[src/rtl/prewish_button_poller.sv]
// Periodic poller for prewish_debounce: requests, awaits reply, captures buttons.
// Ports: CLK_I/RST_I clock and sync reset; STB_O/STB_I/DAT_I debouncer link;
//        i_poll_now force poll; o_buttons/o_press/o_release/o_valid/o_timeout.
module prewish_button_poller #(
    parameter int unsigned POLL_PERIOD = 120000,
    parameter int unsigned POLL_BITS   = 17,
    parameter int unsigned STB_LEN     = 2,
    parameter int unsigned TIMEOUT     = 8,
    parameter int unsigned TO_BITS     = 4
) (
    input  logic       CLK_I,
    input  logic       RST_I,
    output logic       STB_O,
    input  logic       STB_I,
    input  logic [7:0] DAT_I,
    input  logic       i_poll_now,
    output logic [7:0] o_buttons,
    output logic [7:0] o_press,
    output logic [7:0] o_release,
    output logic       o_valid,
    output logic       o_timeout
);

    localparam int unsigned SL_BITS = (STB_LEN > 1) ? $clog2(STB_LEN) : 1;

    localparam logic [POLL_BITS-1:0] POLL_RELOAD = POLL_BITS'(POLL_PERIOD - 1);
    localparam logic [SL_BITS-1:0]   STB_LAST    = SL_BITS'(STB_LEN - 1);
    localparam logic [TO_BITS-1:0]   TO_LAST     = TO_BITS'(TIMEOUT - 1);

    typedef enum logic [1:0] {
        S_IDLE = 2'd0,
        S_REQ  = 2'd1,
        S_WAIT = 2'd2
    } state_t;

    state_t               state;
    state_t               state_nxt;
    logic [POLL_BITS-1:0] poll_cnt;
    logic [POLL_BITS-1:0] poll_nxt;
    logic [SL_BITS-1:0]   stb_cnt;
    logic [SL_BITS-1:0]   stb_nxt;
    logic [TO_BITS-1:0]   to_cnt;
    logic [TO_BITS-1:0]   to_nxt;
    logic                 stb_o_nxt;
    logic [7:0]           buttons_nxt;
    logic [7:0]           press_nxt;
    logic [7:0]           rel_nxt;
    logic                 valid_nxt;
    logic                 timeout_nxt;

    always_ff @(posedge CLK_I) begin
        if (RST_I) begin
            state     <= S_IDLE;
            poll_cnt  <= POLL_RELOAD;
            stb_cnt   <= '0;
            to_cnt    <= '0;
            STB_O     <= 1'b0;
            o_buttons <= '0;
            o_press   <= '0;
            o_release <= '0;
            o_valid   <= 1'b0;
            o_timeout <= 1'b0;
        end else begin
            state     <= state_nxt;
            poll_cnt  <= poll_nxt;
            stb_cnt   <= stb_nxt;
            to_cnt    <= to_nxt;
            STB_O     <= stb_o_nxt;
            o_buttons <= buttons_nxt;
            o_press   <= press_nxt;
            o_release <= rel_nxt;
            o_valid   <= valid_nxt;
            o_timeout <= timeout_nxt;
        end
    end

    // STB_O is registered, so it is computed for the cycle after the edge:
    // high on the edge entering REQ and on every REQ edge except the last.
    always_comb begin
        state_nxt   = S_IDLE;
        poll_nxt    = poll_cnt;
        stb_nxt     = stb_cnt;
        to_nxt      = to_cnt;
        stb_o_nxt   = 1'b0;
        buttons_nxt = o_buttons;
        press_nxt   = '0;
        rel_nxt     = '0;
        valid_nxt   = 1'b0;
        timeout_nxt = o_timeout;

        case (state)
            S_IDLE: begin
                // Counter expiry and a forced poll collapse into one request.
                if (poll_cnt == '0 || i_poll_now) begin
                    state_nxt = S_REQ;
                    poll_nxt  = POLL_RELOAD;
                    stb_nxt   = '0;
                    stb_o_nxt = 1'b1;
                end else begin
                    state_nxt = S_IDLE;
                    poll_nxt  = poll_cnt - POLL_BITS'(1);
                end
            end

            S_REQ: begin
                if (stb_cnt == STB_LAST) begin
                    state_nxt = S_WAIT;
                    to_nxt    = '0;
                end else begin
                    state_nxt = S_REQ;
                    stb_nxt   = stb_cnt + SL_BITS'(1);
                    stb_o_nxt = 1'b1;
                end
            end

            S_WAIT: begin
                // A reply on the expiry cycle still counts as a reply.
                if (STB_I) begin
                    state_nxt   = S_IDLE;
                    buttons_nxt = DAT_I;
                    press_nxt   = DAT_I & ~o_buttons;
                    rel_nxt     = ~DAT_I & o_buttons;
                    valid_nxt   = 1'b1;
                    timeout_nxt = 1'b0;
                end else if (to_cnt == TO_LAST) begin
                    state_nxt   = S_IDLE;
                    timeout_nxt = 1'b1;
                end else begin
                    state_nxt = S_WAIT;
                    to_nxt    = to_cnt + TO_BITS'(1);
                end
            end

            default: begin
                state_nxt = S_IDLE;
            end
        endcase
    end

endmodule

[config.mk]
export PLATFORM = sky130hd
export DESIGN_NAME = prewish_button_poller
export DESIGN_NICKNAME = d
export VERILOG_FILES = /design/src/rtl/prewish_button_poller.sv
export SDC_FILE = /design/constraint.sdc
export NUM_CORES = 1
export LEC_CHECK = 0
export CAP_MARGIN = 40
export CORE_ASPECT_RATIO = 1.25
export CORE_MARGIN = 4
export CORE_UTILIZATION = 50
export DETAILED_ROUTE_END_ITERATION = 10
export DONT_BUFFER_PORTS = 1
export GPL_ROUTABILITY_DRIVEN = 0
export PLACE_DENSITY = 0.68
export REMOVE_ABC_BUFFERS = 1
export SLEW_MARGIN = 25
export SYNTH_ARGS = -nofsm -noshare
export SYNTH_HDL_FRONTEND = slang
export SYNTH_SLANG_ARGS = --single-unit
[constraint.sdc]
create_clock -name CLK_I -period 1.7 [get_ports CLK_I]
set_input_delay 0.34 -clock CLK_I [delete_from_list [all_inputs] [get_ports CLK_I]]
set_output_delay 0.34 -clock CLK_I [all_outputs]
set_load 0.05 [all_outputs]
==> summary.txt <==
Global route
  – Gr usage total: 0.198
  – Initial antenna violation count: 0
  – Grt ovf: 0
  – First-pass GRT wire length: 7800 µm
  – Vias in the first global route: 1,698
  – Largest net degree at the start of global routing: 17

Logic synthesis
  – Mux cell area share after synthesis: 0
  – Adder-cell share of the synthesized area: 0.0190
  – Synth Cell Area: 1980 µm²
  – Simple-gate portion of the synthesized area: 0.303
  – Compound-Gate Fraction of Synth Area: 0.112
  – Post-synth EDFFs: 0
  – Yosys warns: 0
  – Ys async rst share: 0
  – Syn_area_per_cell: 9.69 µm²
  – Yosys reg bits: 51
  – Yosys cell types: 47
  – Largest family of logic cells by synthesized area: simple AND/OR/NAND/NOR gates
  – Synth Area in XOR/XNOR: 0.0266
  – Top_reg_cell synth: dfxtp_1
  – Syn Inst Count: 204
  – Sequential area share after synthesis: 0.516

Outcome
  – Failing checks: setup timing
  – Status: complete, but fails checks

Layout
  – FILL cells: 313
  – Final core area utilization: 0.646
  – Multi-input logic area: 987 µm²
  – Number of diodes: 0
  – Finished Layout Cells: 293
  – Storage element area: 1030 µm²
  – Synth-to-layout area growth: 23.7%
  – Final nets: 254
  – Fraction of layout cells with a size suffix above 1: 0.276
  – Final Cell Area: 2450 µm²

Placement
  – Port Buffers: 0
  – DP Area: 2210 µm²
  – HPWL after DPL: 3260 µm
  – Placed Cells incl. Taps: 280

Worst setup path
  – Setup Crit Path Kind: flop to flop
  – Crit path cell chain: inv_2, ha_4, or4b_4, nor4_4, buf_6, a221o_2, nor2_1
  – CP Max Fanout: 5
  – R2r startpoint: poll_cnt[1]$_SDFFE_PP1P_
  – Data required, critical path: 1.89 ns
  – Critical path launch point: poll_cnt[1]$_SDFFE_PP1P_
  – Worst setup EP type: flop
  – WP buf/inv: 2
  – CP delay by family, top: simple AND/OR/NAND/NOR gates
  – CP arrival: 2.06 ns
  – Max incr delay on CP: 0.48 ns
  – Setup crit start kind: flop
  – Slowest CP cell: or4b_4

STA
  – Fin crit period: 1.87 ns
  – Relative slew slack: 0.516
  – Slew Limit Fails: 0
  – Fin Clk Skew: 0.00250 ns
  – Max Fclk: 535 MHz
  – Tcrit/Tclk final: 1.10
  – Final WS setup: -0.169 ns
  – Final hold violations: 0
  – Setup TNS: -2.30 ns
  – Final setup violating endpoints: 20
  – Actual slew at the worst max-slew pin: 0.726 ns
  – Unrepaired setup endpoints after global routing: true

Routing
  – Drt pass-1 iters: 4
  – Routed WL: 4610 µm
  – First DRT Iteration DRCs: 117
  – Final antenna-violating net count: 0
  – Vias/cell: 5.62
  – Drt drc: 0
  – Via count: 1,648
  – Average routed wire per standard cell: 15.7 µm

Pwr
  – Pwr Density: 873 nW/µm²
  – Sequential share of power: 0.575
  – Overall power: 2.14 mW
  – P_leak: 0.954 nW
  – Sw frac: 0.213
  – Clock power frac: 0.376
  – Pint: 1.68 mW
  – NetSw: 0.455 mW
  – Peak supply drop: 680 µV
  – Logic pwr share: 0.048

CTS
  – H-tree levels: 2
  – CTS clock-pin slew for the worst setup and hold paths: 0.09 ns
  – Longest Clk Path Bufs: 2
  – CTS buffer count: 5
  – Clk_lat worst skew: 0.29 ns
  – TritonCTS clock tree: built
  – Clock root buffer master: clkbuf_8
  – CTS sink count: 51

Worst hold path
  – Hold Path Class: input pin to flop
  – Hold path startpoint: RST_I

Floorplan
  – Rows: 25
  – Die width: 64.2 µm
  – Die Height: 78.3 µm
  – Die ar.: 5030 µm²
  – I/O Pins: 39
  – Initial Util: 0.522
  – Core area: 3780 µm²

Flow run
  – Max-cap violation count: 0
-- per-layer routing --
| metal | GRT usage | part of all wire | vias up |
|---|---|---|---|
| met2 | 0.350 | 0.53 | 52 |
| met4 | 0.0867 | 0.023 | 0 |
| met3 | 0.0744 | 0.064 | 11 |
| li1 | - | - | 798 |
| met1 | 0.205 | 0.38 | 787 |
| met5 | 0 | 0 | - |
-- kinds of logic (layout without fill, tap and decap cells) --
family | after synthesis | in the layout
flops | 51 | 51
compound gates | 31 | 31
buf+inv | 9 | 44
fa+ha+maj | 3 | 3
xor+xnor | 6 | 6
simple gates | 104 | 104
-- registers in the layout (all words and copies together), names as in the netlist --
signal,flops
stb_cnt,1
o_timeout,1
o_valid,1
state,2
o_press,8
o_release,8
STB_O,1
o_buttons,8
to_cnt,4
poll_cnt,17
-- layout by cell type, fill, tap and decap left out, drive strengths merged, types with 5 or more instances in the layout --
cell type,instances
or4,5
a21oi,9
o21ai,6
nor2,19
or3,7
clkbuf,5
nor3,6
buf,31
nand2,29
xor2,6
dfxtp,51
nand3,9
nor3b,8
inv,5
nor4,5
-- power by group through the flow --
stage	combinational [mW]	clock (mW)	sequential [mW]
after floorplan	0.0470	0	1.26
after global placement	0.0835	0	1.25
after detailed placement	0.0882	0	1.26
after CTS	0.0976	0.823	1.23
after global routing	0.111	0.884	1.23
final	0.103	0.804	1.23
-- worst register-to-register path, cell delays in order, from the launching register on --
cell and delay (ns):
dfxtp_2 0.33, inv_2 0.07, ha_4 0.12, or4b_4 0.48
nor4_4 0.28, buf_6 0.17, a221o_2 0.24, nor2_1 0.07
-- metrics by stage --
step           setup WS [ns]  hold slack [ns]
6_report              -0.169           0.0889
2_1_floorplan        -0.0544            0.409
3_3_place_gp          -0.195            0.413
4_1_cts              -0.0887           0.0960
3_5_place_dp          -0.306            0.417
5_1_grt               -0.239           0.0628
-- cell usage after synthesis, drive strengths merged, types with 2 or more instances --
master	number	area, µm²
or3	7	43.8
a31oi	3	25.0
nand2b	2	12.5
nor2	19	73.8
or4	5	41.3
nand3b	2	15.0
inv	5	18.8
nor3	6	30.0
ha	3	37.5
nand2	29	109
buf	2	18.8
nand3	9	45.0
nor2b	3	18.8
nor3b	8	60.1
o31ai	3	22.5
xor2	6	52.6
dfxtp	51	1020
a21oi	9	48.8
nor4	5	67.6
nand4b	2	17.5
o21ai	6	30.0
nand4	2	18.8
-- final cells by class --
cell class / count / area share
sequential: 51 / 0.419
inverter: 6 / 0.00921
tap: 54 / 0.0276
clock inverter: 2 / 0.0153
multi-input combinational: 144 / 0.404
clock buffer: 5 / 0.0281
timing repair buffer: 31 / 0.0967
-- final timing paths --
kind | slack, ns | cells after the start | to
worst max-delay path | -0.17 | 7 | poll_cnt[8]$_SDFFE_PP0P_
worst min-delay path | 0.09 | 1 | to_cnt[1]$_SDFFE_PP0P_
worst min register to register | 0.48 | 2 | to_cnt[1]$_SDFFE_PP0P_
worst max register to register | -0.17 | 7 | poll_cnt[8]$_SDFFE_PP0P_
-- repair_timing --
item,CTS,global route
endpoints found under the setup margin,20,22
gates resized for setup,9,10
pin swaps,11,13
buffers inserted,2,4
hold buffers,0,0
(Power assumes the default switching activity.)
